## config.mk

```make
export PLATFORM = sky130hd
export DESIGN_NAME = display_scan_controller
export DESIGN_NICKNAME = d
export VERILOG_FILES = /design/src/rtl/display_pkg.sv /design/src/rtl/blink_gen.sv /design/src/rtl/display_scan_controller.sv
export SDC_FILE = /design/constraint.sdc
export NUM_CORES = 1
export LEC_CHECK = 0
export CORE_UTILIZATION = 60
export CTS_BUF_LIST = sky130_fd_sc_hd__clkbuf_8
export DETAILED_ROUTE_END_ITERATION = 10
export PLACE_DENSITY = 0.87
export SYNTH_ARGS = -nofsm -noshare
export SYNTH_HDL_FRONTEND = slang
export SYNTH_HIERARCHICAL = 1
export SYNTH_SLANG_ARGS = --single-unit
```

## constraint.sdc

```tcl
create_clock -name clk -period 5.8 [get_ports clk]
set_input_delay 1.16 -clock clk [delete_from_list [all_inputs] [get_ports clk]]
set_output_delay 1.16 -clock clk [all_outputs]
set_load 0.005 [all_outputs]
```

## src/rtl/display_pkg.sv

```systemverilog
// rtl/display_pkg.sv - clock-FSM state encodings, scan FSM and digit/mask constants
package display_pkg;

  localparam logic [2:0] IDLE_S  = 3'b000;
  localparam logic [2:0] SET_HR  = 3'b001;
  localparam logic [2:0] SET_MIN = 3'b010;
  localparam logic [2:0] ALM_HR  = 3'b100;
  localparam logic [2:0] ALM_MIN = 3'b101;

  typedef enum logic [1:0] {
    SC_IDLE  = 2'd0,
    SC_SCAN  = 2'd1,
    SC_BLANK = 2'd2
  } scan_state_e;

  typedef enum logic {
    PH_OFF = 1'b0,
    PH_ON  = 1'b1
  } blink_phase_e;

  localparam logic [1:0] DIG_MIN_U = 2'd0;
  localparam logic [1:0] DIG_MIN_T = 2'd1;
  localparam logic [1:0] DIG_HR_U  = 2'd2;
  localparam logic [1:0] DIG_HR_T  = 2'd3;

  localparam logic [3:0] MASK_NONE = 4'b0000;
  localparam logic [3:0] MASK_HR   = 4'b1100;
  localparam logic [3:0] MASK_MIN  = 4'b0011;

  function automatic logic [3:0] edit_mask_of(input logic [2:0] st);
    case (st)
      SET_HR, ALM_HR:   return MASK_HR;
      SET_MIN, ALM_MIN: return MASK_MIN;
      default:          return MASK_NONE;
    endcase
  endfunction

  function automatic logic is_alarm_state(input logic [2:0] st);
    return (st == ALM_HR) || (st == ALM_MIN);
  endfunction

endpackage

```

## src/rtl/blink_gen.sv

```systemverilog
// rtl/blink_gen.sv - frame counter and blink phase, advanced once per frame boundary
module blink_gen
  import display_pkg::*;
#(
  parameter int BLINK_FRAMES = 125
) (
  input  logic         clk_i,
  input  logic         rst_ni,
  input  logic         advance_i,
  output blink_phase_e phase_next_o
);

  localparam int FW = (BLINK_FRAMES > 1) ? $clog2(BLINK_FRAMES) : 1;
  localparam logic [FW-1:0] FRAME_LAST = FW'(BLINK_FRAMES - 1);

  logic [FW-1:0] frame_cnt_q, frame_cnt_d;
  blink_phase_e  phase_q, phase_d;

  always_comb begin
    frame_cnt_d = frame_cnt_q;
    phase_d     = phase_q;
    if (advance_i) begin
      if (frame_cnt_q == FRAME_LAST) begin
        frame_cnt_d = '0;
        phase_d     = (phase_q == PH_ON) ? PH_OFF : PH_ON;
      end else begin
        frame_cnt_d = frame_cnt_q + 1'b1;
      end
    end
  end

  always_ff @(posedge clk_i or negedge rst_ni) begin
    if (!rst_ni) begin
      frame_cnt_q <= '0;
      phase_q     <= PH_ON;
    end else begin
      frame_cnt_q <= frame_cnt_d;
      phase_q     <= phase_d;
    end
  end

  // Exposed pre-register so the new phase applies from the first cycle of the new frame.
  assign phase_next_o = phase_d;

endmodule

```

## src/rtl/display_scan_controller.sv

```systemverilog
// rtl/display_scan_controller.sv - 4-digit scan sequencer with blanking gap, source select and edit blink
module display_scan_controller
  import display_pkg::*;
#(
  parameter int DIGIT_TICKS  = 100000,
  parameter int BLANK_TICKS  = 2000,
  parameter int BLINK_FRAMES = 125
) (
  input  logic       clk,
  input  logic       rst,
  input  logic       en,
  input  logic [2:0] state,
  output logic [1:0] sel,
  output logic       digit_on,
  output logic       src_alarm,
  output logic       frame_tick
);

  localparam int CW = (DIGIT_TICKS > 1) ? $clog2(DIGIT_TICKS) : 1;
  localparam logic [CW-1:0] SCAN_LAST = CW'(DIGIT_TICKS - BLANK_TICKS - 1);
  localparam logic [CW-1:0] SLOT_LAST = CW'(DIGIT_TICKS - 1);

  scan_state_e   fsm_q, fsm_d;
  logic [CW-1:0] cnt_q, cnt_d;
  logic [1:0]    sel_q, sel_d;
  logic [3:0]    mask_q, mask_d;
  logic          src_q, src_d;
  logic          on_q, on_d;
  logic          tick_q, tick_d;
  blink_phase_e  phase_next;

  always_comb begin
    fsm_d  = fsm_q;
    cnt_d  = cnt_q;
    sel_d  = sel_q;
    mask_d = mask_q;
    src_d  = src_q;
    tick_d = 1'b0;
    if (!en) begin
      fsm_d = SC_IDLE;
      cnt_d = '0;
      sel_d = DIG_MIN_U;
    end else begin
      case (fsm_q)
        SC_IDLE: begin
          fsm_d  = SC_SCAN;
          cnt_d  = '0;
          sel_d  = DIG_MIN_U;
          mask_d = edit_mask_of(state);
          src_d  = is_alarm_state(state);
        end
        SC_SCAN: begin
          cnt_d = cnt_q + 1'b1;
          if (cnt_q == SCAN_LAST) fsm_d = SC_BLANK;
        end
        SC_BLANK: begin
          if (cnt_q == SLOT_LAST) begin
            fsm_d = SC_SCAN;
            cnt_d = '0;
            sel_d = sel_q + 2'd1;
            // Frame boundary: the only point where source and edit mask may change.
            if (sel_q == DIG_HR_T) begin
              tick_d = 1'b1;
              mask_d = edit_mask_of(state);
              src_d  = is_alarm_state(state);
            end
          end else begin
            cnt_d = cnt_q + 1'b1;
          end
        end
        default: begin
          fsm_d = SC_IDLE;
          cnt_d = '0;
          sel_d = DIG_MIN_U;
        end
      endcase
    end
  end

  assign on_d = (fsm_d == SC_SCAN) && !((phase_next == PH_OFF) && mask_d[sel_d]);

  blink_gen #(
    .BLINK_FRAMES(BLINK_FRAMES)
  ) u_blink_gen (
    .clk_i       (clk),
    .rst_ni      (rst),
    .advance_i   (tick_d),
    .phase_next_o(phase_next)
  );

  always_ff @(posedge clk or negedge rst) begin
    if (!rst) begin
      fsm_q  <= SC_IDLE;
      cnt_q  <= '0;
      sel_q  <= DIG_MIN_U;
      mask_q <= MASK_NONE;
      src_q  <= 1'b0;
      on_q   <= 1'b0;
      tick_q <= 1'b0;
    end else begin
      fsm_q  <= fsm_d;
      cnt_q  <= cnt_d;
      sel_q  <= sel_d;
      mask_q <= mask_d;
      src_q  <= src_d;
      on_q   <= on_d;
      tick_q <= tick_d;
    end
  end

  assign sel        = sel_q;
  assign digit_on   = on_q;
  assign src_alarm  = src_q;
  assign frame_tick = tick_q;

endmodule

```

# Word-level counts from Yosys, hierarchy flattened
# Cells that the tools add are included.
[op_classes]
n_addsub = 3
n_bitwise = 1
magnitude_cmp = 1
reduce_logical = 9
n_mux = 28
eq_ne = 13
[op_table]
columns = ["op", "n"]
rows = [
  ["$eq A17 B17 Y1 const B", 2],
  ["$mux W17", 2],
  ["$pmux W17 S2", 1],
  ["$add A17 B1 Y17 const B", 1],
  ["$pmux W4 S2", 2],
  ["$mux W4", 3],
  ["$mux W1", 10],
  ["$mux W2", 5],
  ["$add A7 B1 Y7 const B", 1],
  ["$eq A7 B7 Y1 const B", 1],
  ["$mux W7", 1],
  ["$eq A3 B3 Y1 const B", 2],
  ["$pmux W2 S3", 1],
  ["$eq A2 B1 Y1 const B", 2],
  ["$eq A2 B2 Y1 const B", 2],
  ["$ne A2 B2 Y1 const B", 2],
  ["$pmux W2 S2", 1],
  ["$reduce_and A4 Y1", 1],
  ["$reduce_or A2 Y1", 2],
  ["$eq A3 B1 Y1 const B", 1],
  ["$eq A3 B2 Y1 const B", 1],
  ["$lt A2 B3 Y1 const B", 1],
  ["$add A2 B1 Y2 const B", 1],
  ["$bmux W1 S2", 1],
  ["7 further kinds", 8],
]
[word_totals]
reg_bits = 36
wordCells = 64
in_bits = 6
output_inout_bits = 5

# Longest topological paths before layout
# Gate-level depths: netlist of the first run.
[logic_depth]
ltp_word = 12
ltp_mapped = 11
ltp_nobuf = 10

# Cells and area by module
# Netlist of the first run, hierarchy kept.
[by_module_without_submodules]
columns = ["module", "instances", "seq_area_each_um2", "area_each_um2", "cells_each"]
rows = [
  ["display_scan_controller", 1, 700.7, 1652.8, 161],
  ["blink_gen", 1, 201.4, 444.2, 44],
]

# Least setup slack after synthesis of the first run
# No wires, ideal clock.
[synth_path]
kind = "reg2reg"
startpoint = "reg cnt_q[0]"
endpoint = "reg on_q (netlist: digit_on)"
setup_slack_ns = 3.178
required_ns = 5.705
setup_time_ns = 0.095
synth_period_minus_slack_ns = 2.622
path_buffers = 1
stages_incl_launch_ff = 12
t_arrival_ns = 2.527
cell_sequence = "dfrtp_1 ha_1 and4_1 buf_6 or4b_1 nor3_1 and3_1 nand4_2 nor2_1 xor2_1 nor3_1 nor4b_2"
[synth_via]
elab_chain_len = 9
elab_cells_between_ends = 23
cone_classes = "eq/ne: 3; mux: 16; bitwise: 1; reduce/logical: 3"
[synth_rtl]
columns = ["element", "line", "source"]
rows = [
  ["from (decl)", "display_scan_controller.sv:24", "logic [CW-1:0] cnt_q, cnt_d;"],
  ["from (signal assigned)", "display_scan_controller.sv:102", "cnt_q <= cnt_d;"],
  ["$eq A17 B17 Y1", "display_scan_controller.sv:57", "if (cnt_q == SLOT_LAST) begin"],
  ["$mux W1", "display_scan_controller.sv:57", ""],
  ["$mux W1", "display_scan_controller.sv:44", "case (fsm_q)"],
  ["$mux W1", "display_scan_controller.sv:39", "if (!en) begin"],
  ["via tick_d", "display_scan_controller.sv:29", "logic tick_q, tick_d;"],
  ["$mux W1", "blink_gen.sv:22", "if (advance_i) begin"],
  ["via phase_next", "display_scan_controller.sv:30", "blink_phase_e phase_next;"],
  ["$not A1 Y1", "display_scan_controller.sv:80", "assign on_d = (fsm_d == SC_SCAN) && !((phase_next == PH_OFF) && mask_d[sel_d]);"],
  ["$logic_and A1 B1 Y1", "display_scan_controller.sv:80", ""],
  ["$logic_not A1 Y1", "display_scan_controller.sv:80", ""],
  ["$logic_and A1 B1 Y1", "display_scan_controller.sv:80", ""],
  ["via on_d", "display_scan_controller.sv:28", "logic on_q, on_d;"],
  ["to (signal assigned)", "display_scan_controller.sv:106", "on_q <= on_d;"],
  ["to (decl)", "display_scan_controller.sv:28", ""],
]
# The timed path passes the listed nets, and every way through them passes these cells. The select of a mux whose other input is x is not followed.
# A chain may end at the register's enable or synchronous reset.

# Final worst setup path of the first run
[layout_path]
startpoint = "in en"
endpoint = "reg on_q (netlist: digit_on)"
[layout_via]
elab_chain_len = 6
elab_cells_between_ends = 12
cone_classes = "eq/ne: 1; mux: 7; bitwise: 1; reduce/logical: 3"
[layout_rtl]
columns = ["element", "line", "source"]
rows = [
  ["from (decl)", "display_scan_controller.sv:11", "input logic en,"],
  ["$mux W1", "display_scan_controller.sv:39", ""],
  ["via tick_d", "display_scan_controller.sv:29", ""],
  ["$mux W1", "blink_gen.sv:22", ""],
  ["via phase_next", "display_scan_controller.sv:30", ""],
  ["$not A1 Y1", "display_scan_controller.sv:80", ""],
  ["$logic_and A1 B1 Y1", "display_scan_controller.sv:80", ""],
  ["$logic_not A1 Y1", "display_scan_controller.sv:80", ""],
  ["$logic_and A1 B1 Y1", "display_scan_controller.sv:80", ""],
  ["via on_d", "display_scan_controller.sv:28", ""],
]
# The timed path passes the listed nets, and every way through them passes these cells. The select of a mux whose other input is x is not followed.

==> results of run 1 <==
-- routing by layer --
metal | vias up | GRT usage, %
met4 | 0 | 8.12
met5 | - | 0
met2 | 28 | 41.1
met1 | 758 | 30.3
met3 | 4 | 6.51
li1 | 754 | -
-- registers in the layout, indices dropped and copies added (netlist names) --
name and count:
cnt_q 17, fsm_q 2, u_blink_gen/frame_cnt_q 7, sel 2, frame_tick 1, src_alarm 1, digit_on 1, mask_q 4
u_blink_gen/phase_q 1
-- worst reg2reg max path, delay by kind of cell, from the launching register on --
family	cells	cell delay (ps)
adders and majority gates	1	210
and+or+nand+nor	8	2330
xor gates and xnor gates	1	250
DFF	1	380
-- area by class of cell --
| class | instances | area share, % |
|---|---|---|
| clock inverter | 3 | 1.86 |
| tap | 46 | 2.52 |
| clock buffer | 5 | 3.01 |
| timing repair buffer | 10 | 4.16 |
| sequential | 36 | 39.4 |
| multi-input combinational | 150 | 47.0 |
| inverter | 12 | 1.97 |
-- metrics by stage --
stage                     utilization (%)  hold WS (ps)  power [W]  cells  worst slack [ps]
after floorplan                         -           432   0.000284    205              3180
after global placement               65.2           452   0.000299    254              2340
after detailed placement             65.2           460   0.000300    254              2160
after CTS                            68.5           472   0.000518    262              2470
after global routing                 68.5           493   0.000536    262              2210
final                                68.5           471   0.000510    262              2420
-- final timing paths --
check,endpoint,cells past startpoint,slack (ps)
worst max register to register,digit_on,10,2560
worst min-delay path,cnt_q[0],1,470
min in group asynchronous,u_blink_gen/frame_cnt_q[1],1,950
max in group asynchronous,mask_q[1],1,4350
worst min register to register,cnt_q[0],1,470
worst max-delay path,digit_on,9,2420
-- kinds of logic (layout without fill, tap and decap cells) --
group	count (synthesis)	count (layout)	synth area share, %
fa+ha+maj	8	8	4.77
flops	36	36	43.0
compound gates	34	34	13.4
buf+inv	19	30	5.67
simple gates	87	87	24.1
mux	4	4	1.97
xor+xnor	17	17	7.10
-- placed cells by master (no fill, tap or decap), drive strengths merged, types with 2 or more instances in the layout --
master         Yosys  final
a21oi              2      2
inv               12     12
or4b               2      2
and3               5      5
mux2i              3      3
o22ai              3      3
nor3               2      2
o21ai              9      9
xor2              12     12
or2                2      2
dfrtp             35     35
and4               3      3
or2b               2      2
nand3             11     11
nor2              27     27
or4                2      2
ha                 8      8
nand3b             2      2
nor3b              2      2
xnor2              5      5
nand2             16     16
a311o              5      5
a32o               4      4
clkdlybuf4s50      0      9
nand4              7      7
clkbuf             3      5
-- report_power, final --
part	internal [W]	total (W)	switching, W
Combinational	0.0000153	0.0000349	0.0000195
Clock	0.000127	0.000215	0.0000879
Sequential	0.000257	0.000260	0.00000357
Total	0.000399	0.000510	0.000111
==> results.tsv, run 1 <==
stage	metric	value	unit
outcome	status	completed	
yosys	syn_area_per_cell	10.2	um2
worst_setup_path	crit_chain	clkdlybuf4s50_1, inv_1, nor2_1, and3_1, nand4_2, nor2_1, xor2_1, nor3_1, nor4b_2	
clock_tree	clock_sinks	36	
yosys	synth_nets	219	
grt	grt.total_usage	24.4	%
final_layout	area_delta_synth_final	9.07	%
drt	post_drt_wl_per_cell	15.3	um
sta	tns	0	ps
clock_tree	postCtsSetupBuffers	0	
hold_path	min_from	cnt_q[0]	
drt	drtPass1Iterations	4	
sta	grt_setup_unrepaired	false	
final_layout	fin_nets	229	
pwr	peakVddDrop	0.129	mV
yosys	netlist_area	0.00210	mm2
yosys	ys.flop_type	dfrtp_1	
final_layout	n_fill_cell	276	
final_layout	layout-drive-gt1-share	13.9	%
pwr	power_density	223	mW/mm2
final_layout	multi_input_area	0.00108	mm2
hold_path	hold_class	reg2reg	
die	num_rows	21	
yosys	synth_common_cells	dfrtp_1 (35), nor2_1 (26), nand2_1 (15)	
sta	max-slew-margin-rel	48.2	%
worst_setup_path	critPathSlowestCell	clkdlybuf4s50_1	
sta	drv_slew	0	
yosys	synthDistinctLibCells	52	
placement	portBuffers	10	
sta	setup_viol	0	
sta	worstMarginPinSlew	776	ps
yosys	synth.most_common_cell	dfrtp_1	
clock_tree	cts_resized	0	
clock_tree	cts_hold_buf	0	
clock_tree	htreeDepth	2	
grt	grt_pass1_wl	6.53	mm
drt	dr_wl_met2	2.01	mm
yosys	synth_edf_count	0	
drt	drtIter0Drc	96	
die	io_pins	11	
worst_setup_path	endpoint_kind	flop	
grt	grt_pass1_vias	1429	
drt	drt-met1-wl	1.86	mm
sta	period_share	58.2	%
die	fp.dieW	61.1	um
yosys	synthTopCellsByArea	dfrtp_1 (42%), xor2_1 (5.0%), ha_1 (4.8%)	
final_layout	n_antenna_cell	0	
sta	period_needed	3380	ps
worst_setup_path	crit_fanout	12	
die	dieArea	0.00374	mm2
worst_setup_path	critPathKind	in2reg	
sta	finalHoldViolCount	0	
placement	post-dp-hpwl	2.90	mm
placement	place_area	0.00218	mm2
worst_setup_path	required	5990	ps
sta	max_freq	296	MHz
yosys	ys_ff_latch	36	
drt	top_layer	met4	
clock_tree	clock_latency	280	ps
die	coreArea	0.00334	mm2
worst_setup_path	path_buf_inv	2	
drt	dr_wl_met3	104	um
drt	vias	1544	
clock_tree	cts_buffer_depth	2	
final_layout	postLayoutCellArea	0.00229	mm2
worst_setup_path	worstPathArrival	3570	ps
yosys	synth_top_area_share	41.8	%
yosys	synth_cells	205	
clock_tree	numCtsBuffers	5	
worst_setup_path	worstReg2RegStart	cnt_q[0]	
grt	grt-ovfl-total	0	
final_layout	final-seq-area	902	um2
drt	ant_nets	0	
die	initial_core_util	62.8	%
yosys	synth_top_area_cell	dfrtp_1	
die	die_y	61.1	um
worst_setup_path	path_common_cell	nor2_1	
yosys	synth_async_sr_flop_share	100	%
worst_setup_path	start_kind	input port	
yosys	yosysWarnings	6	
run	drv_cap	0	
yosys	seq_area_frac_synth	43.0	%
worst_setup_path	slowest_delay	660	ps
worst_setup_path	crit_start	en	
placement	gp_congestion	0.889	
worst_setup_path	crit_family	simple AND/OR/NAND/NOR gates	
drt	viasPerCell	5.89	
pwr	leakagePower	0.980	nW
grt	antenna_found_initial	0	
sta	finClkSkew	4.12	ps
drt	wirelength	4.01	mm
drt	drc_errors	0	
clock_tree	cts_tree	done	
clock_tree	clk_pin_slew	70	ps
clock_tree	clockRootBuffer	clkbuf_8	
grt	grt_max_degree	37	
Power figures use the tool's default switching activity.
==> run 2: changes to the inputs <==
--- a/config.mk
+++ b/config.mk
@@ -5,10 +5,10 @@
 export SDC_FILE = /design/constraint.sdc
 export NUM_CORES = 1
 export LEC_CHECK = 0
-export CORE_UTILIZATION = 60
+export CORE_UTILIZATION = 56
 export CTS_BUF_LIST = sky130_fd_sc_hd__clkbuf_8
 export DETAILED_ROUTE_END_ITERATION = 10
-export PLACE_DENSITY = 0.87
+export PLACE_DENSITY = 0.85
 export SYNTH_ARGS = -nofsm -noshare
 export SYNTH_HDL_FRONTEND = slang
 export SYNTH_HIERARCHICAL = 1
==> constraint.sdc (replaced) <==
create_clock -name clk -period 2.9 [get_ports clk]
set_input_delay 0.58 -clock clk [delete_from_list [all_inputs] [get_ports clk]]
set_output_delay 0.58 -clock clk [all_outputs]
set_load 0.005 [all_outputs]
==> run 2 against run 1 <==
  * Flip-flop and latch count unchanged
  * Routed wire length down 1.6%
  * Sequential power up 100%
  * Total power up 85%
  * Via count up 2.3%
  * Worst setup slack worse by 2200 ps
==> results.tsv, run 2 (synthesis results as in run 1) <==
stage	metric	value	unit
sta	finClkSkew	10.7	ps
sta	tns	0	ps
sta	whs	463	ps
worst_setup_path	crit_fanout	5	
run	drv_cap	0	
clock_tree	htreeDepth	2	
hold_path	min_from	cnt_q[0]	
sta	period_needed	2720	ps
pwr	p_comb_share	7.7	%
die	initial_core_util	60.5	%
placement	portBuffers	10	
clock_tree	clock_sinks	36	
worst_setup_path	r2r-end	digit_on	
drt	drtPass1Iterations	4	
hold_path	hold_depth	1	
final_layout	area_delta_synth_final	10.6	%
grt	grt.total_usage	22.6	%
placement	gp_congestion	0.827	
sta	setup_viol	0	
worst_setup_path	worstPathArrival	2920	ps
clock_tree	clockRootBuffer	clkbuf_8	
die	io_pins	11	
sta	drv_slew	0	
drt	drc_errors	0	
pwr	leakagePower	1.00	nW
drt	post_drt_wl_per_cell	14.7	um
drt	ant_nets	0	
die	die_y	63.2	um
clock_tree	cts_tree	done	
worst_setup_path	required	3100	ps
final_layout	largest_reg_flops	17	
drt	vias	1580	
sta	period_share	93.9	%
placement	dp_slack	142	ps
hold_path	hold_class	reg2reg	
worst_setup_path	worstReg2RegStart	cnt_q[15]	
final_layout	fin_util	66.8	%
final_layout	n_antenna_cell	0	
worst_setup_path	critPathKind	reg2reg	
sta	max-slew-margin-rel	65.2	%
grt	grt_max_degree	37	
hold_path	min_to	cnt_q[0]	
grt	grt_pass1_wl	6.87	mm
final_layout	postLayoutCellArea	0.00232	mm2
sta	layout_setup_ws	177	ps
worst_setup_path	crit_start	cnt_q[15]	
grt	antenna_found_initial	0	
placement	post-dp-hpwl	2.82	mm
pwr	p_int	0.000713	W
worst_setup_path	endpoint_kind	flop	
final_layout	final_common_cell	dfrtp_1	
worst_setup_path	rrSetupSlack	180	ps
final_layout	layout-drive-gt1-share	16.2	%
pwr	p_clk_share	37.2	%
pwr	p_sw_share	24.4	%
clock_tree	numCtsBuffers	5	
clock_tree	clk_pin_slew	70	ps
sta	grt_setup_unrepaired	false	
die	coreArea	0.00347	mm2
pwr	peakVddDrop	0.317	mV
worst_setup_path	rr_worst_depth	9	
sta	finalHoldViolCount	0	
clock_tree	cts_buffer_depth	2	
pwr	p_sw	0.000230	W
drt	wirelength	3.95	mm
die	fp.dieW	63.2	um
grt	grt_pass1_vias	1561	
grt	grt-ovfl-total	0	
pwr	power_density	407	mW/mm2
sta	max_freq	367	MHz
clock_tree	cts_hold_buf	0	
final_layout	layout_common_cells	dfrtp_1 (35), nor2_1 (26), nand2_1 (15)	
die	dieArea	0.00399	mm2
pwr	seqPwrFrac	55.1	%
final_layout	fin_nets	235	
sta	worstMarginPinSlew	522	ps
drt	viasPerCell	5.90	
outcome	status	completed	
worst_setup_path	start_kind	flop	
clock_tree	clock_latency	300	ps
final_layout	largest_register	cnt_q	
final_layout	reg_top3	cnt_q: 17 flops, u_blink_gen/frame_cnt_q: 7 flops, mask_q: 4 flops	
die	num_rows	21	
drt	drtIter0Drc	120	
placement	place_area	0.00222	mm2
==> run 2: cell types whose count changed in the layout (fill, tap and decap cells not counted), sizes merged <==
cell           previous run  this run
buf                       1         6
bufinv                    1         0
clkdlybuf4s50             9        10
clkinv                    1         3
clkinvlp                  1         0
==> run 2: layer usage <==
metal | routed length, um | track usage (%) | vias to the layer above
met5 | 0 | 0 | -
met2 | 1880 | 36.4 | 27
met3 | 126 | 5.07 | 9
met1 | 1860 | 27.7 | 765
met4 | 85 | 13.1 | 0
li1 | - | - | 779
==> run 2: power by group through the flow <==
stage          sequential, W  clock (W)  combinational (W)
2_1_floorplan       0.000528          0          0.0000402
3_3_place_gp        0.000529          0          0.0000710
3_5_place_dp        0.000529          0          0.0000733
4_1_cts             0.000520   0.000363          0.0000734
5_1_grt             0.000521   0.000386          0.0000815
6_report            0.000520   0.000351          0.0000723
==> run 2: cell type report <==
| class | instances | area (um2) |
|---|---|---|
| fillers | 263 | 1150 |
| multi-input cells | 150 | 1080 |
| flip-flops and latches | 36 | 902 |
| repair buffers | 16 | 145 |
| clock buffers | 5 | 68.8 |
| well taps | 46 | 57.6 |
| inverters | 12 | 45.0 |
| clock inverters | 3 | 18.8 |
==> run 2: worst max path at each step <==
stage	depth (start not counted)	endpoint
3_3_place_gp	9	digit_on
6_report	9	digit_on
5_1_grt	10	digit_on
4_1_cts	9	digit_on
3_5_place_dp	9	digit_on
2_1_floorplan	11	digit_on
==> run 2: what timing repair did <==
| item | in CTS | in global routing |
|---|---|---|
| setup endpoints to repair | 0 | 1 |
| buffers inserted | 0 | 1 |
| resized for setup | 0 | 1 |
==> run 2: critical path, cell delays in order (launching register included) <==
cell     delay (ps)
dfrtp_1         400
or2b_2          340
or4b_1          520
nor3_2          190
and3_1          220
nand4_2         160
nor2_1          160
xor2_1          240
nor3_1          110
nor4b_2         280
==> run 2: stage by stage <==
step / total power [W] / cells
floorplan: 0.000569 / 205
global placement: 0.000600 / 259
detailed placement: 0.000603 / 259
CTS: 0.000956 / 267
global route: 0.000988 / 268
finish: 0.000943 / 268
==> run 3: changes to the inputs <==
--- a/config.mk
+++ b/config.mk
@@ -7,7 +7,9 @@
 export LEC_CHECK = 0
 export CORE_UTILIZATION = 56
 export CTS_BUF_LIST = sky130_fd_sc_hd__clkbuf_8
+export CTS_CLUSTER_SIZE = 8
 export DETAILED_ROUTE_END_ITERATION = 10
+export MAX_ROUTING_LAYER = met4
 export PLACE_DENSITY = 0.85
 export SYNTH_ARGS = -nofsm -noshare
 export SYNTH_HDL_FRONTEND = slang
==> run 3 against run 2 <==
  * Largest power group unchanged
  * Largest cell class unchanged
  * Register-to-register slack about the same
  * Sequential share of layout area did not move
  * Die area unchanged
  * Worst hold slack is essentially flat
  * Routed wire length shrank 0.18%
  * Clock power about the same
  * Total power about the same
  * Core utilization stayed put
  * Design area stayed put
  * Worst setup slack worse by 0.62 ps
==> results.tsv, run 3 (synthesis results as in run 1) <==
stage	metric	value	unit
sta	period_needed	2720	ps
run	drv_cap	0	
pwr	peakVddDrop	0.317	mV
sta	layout_setup_ws	176	ps
grt	grt.total_usage	23.2	%
clock_tree	clk_pin_slew	70	ps
sta	max-slew-margin-rel	65.2	%
die	fp.dieW	63.2	um
worst_setup_path	required	3100	ps
grt	grt_pass1_wl	6.87	mm
drt	drtPass1Iterations	4	
worst_setup_path	crit_start	cnt_q[15]	
drt	viasPerCell	5.90	
grt	grt_use_met1	27.7	%
outcome	status	completed	
final_layout	layout-drive-gt1-share	16.2	%
clock_tree	clock_sinks	36	
clock_tree	cts_hold_buf	0	
grt	grt_most_used_layer	met2	
worst_setup_path	rrSetupSlack	180	ps
final_layout	area_delta_synth_final	10.6	%
worst_setup_path	rr_worst_depth	9	
die	coreArea	0.00347	mm2
grt	grt_pass1_vias	1563	
sta	period_share	93.9	%
drt	wirelength	3.94	mm
die	die_y	63.2	um
worst_setup_path	critPathKind	reg2reg	
clock_tree	clockRootBuffer	clkbuf_8	
grt	gr-usage-met2	36.4	%
clock_tree	clock_latency	300	ps
sta	grt_setup_unrepaired	false	
clock_tree	cts_tree	done	
sta	setup_viol	0	
grt	antenna_found_initial	0	
placement	gp_congestion	0.840	
final_layout	largest_register	cnt_q	
sta	max_freq	367	MHz
worst_setup_path	start_kind	flop	
worst_setup_path	critical_path.endpoint	digit_on	
drt	post_drt_wl_per_cell	14.7	um
clock_tree	numCtsBuffers	5	
sta	tns	0	ps
final_layout	n_antenna_cell	0	
final_layout	layout_common_cells	dfrtp_1 (35), nor2_1 (26), nand2_1 (15)	
die	num_rows	21	
clock_tree	cts_buffer_depth	2	
die	dieArea	0.00399	mm2
worst_setup_path	worstPathArrival	2920	ps
placement	portBuffers	10	
sta	finClkSkew	11.2	ps
pwr	power_density	407	mW/mm2
worst_setup_path	crit_fanout	5	
grt	met3_usage	5.07	%
final_layout	largest_reg_flops	17	
drt	ant_nets	0	
pwr	leakagePower	1.00	nW
hold_path	hold_depth	1	
drt	vias	1581	
final_layout	final-seq-area	902	um2
drt	drtIter0Drc	113	
placement	post-dp-hpwl	2.82	mm
final_layout	multi_input_area	0.00108	mm2
grt	grt_max_degree	37	
final_layout	reg_top3	cnt_q: 17 flops, u_blink_gen/frame_cnt_q: 7 flops, mask_q: 4 flops	
sta	drv_slew	0	
hold_path	hold_class	reg2reg	
grt	grt-ovfl-total	0	
final_layout	fin_nets	235	
sta	worstMarginPinSlew	522	ps
final_layout	n_fill_cell	263	
drt	drc_errors	0	
clock_tree	htreeDepth	2	
placement	dp_slack	142	ps
worst_setup_path	worstReg2RegStart	cnt_q[15]	
die	initial_core_util	60.5	%
worst_setup_path	endpoint_kind	flop	
worst_setup_path	r2r-end	digit_on	
die	io_pins	11	
sta	finalHoldViolCount	0	
final_layout	final_common_cell	dfrtp_1	
==> run 3: worst min-delay path by stage <==
stage               startpoint       end  slack [ps]
finish                cnt_q[0]  cnt_q[0]         460
global route          cnt_q[0]  cnt_q[0]         520
CTS                   cnt_q[0]  cnt_q[0]         460
detailed placement    cnt_q[0]  cnt_q[0]         450
global placement      cnt_q[0]  cnt_q[0]         440
floorplan                  rst  cnt_q[0]         280
==> run 3: power by group <==
group | internal, W | switching, W | leakage, nW
Sequential | 0.000513 | 0.00000676 | 0.466
Combinational | 0.0000332 | 0.0000392 | 0.491
Clock | 0.000167 | 0.000184 | 0.0479
==> run 3: layer usage <==
metal  vias to the layer above  wire length (um)
met5                         -                 0
met4                         0                71
met3                         7               131
met2                        31              1900
met1                       766              1840
li1                        777                 -
==> run 3: area by class of cell <==
class                      count  area share (%)
sequential                    36            38.9
inverter                      12            1.94
timing repair buffer          16            6.26
clock inverter                 3           0.809
clock buffer                   5            2.97
tap                           46            2.48
multi-input combinational    150            46.6
==> run 3: stage by stage <==
stage                     util [%]  cell area (um2)  cells  total power, W  hold WS (ps)
after floorplan                  -             2100    205        0.000569           284
after global placement        64.0             2220    259        0.000600           442
after detailed placement      64.0             2220    259        0.000603           453
after CTS                     66.5             2310    267        0.000956           463
after global routing          66.8             2320    268        0.000988           515
final                         66.8             2320    268        0.000943           463
==> run 3: critical path, stage by stage, from the launching register on <==
cell and delay (ps):
dfrtp_1 400, or2b_2 340, or4b_1 520, nor3_2 190, and3_1 220, nand4_2 160
nor2_1 160, xor2_1 240, nor3_1 110, nor4b_2 280
==> run 3: what timing repair did <==
item	4_1_cts	5_1_grt
setup endpoints to repair	0	1
setup buffers	0	1
resized for setup	0	1
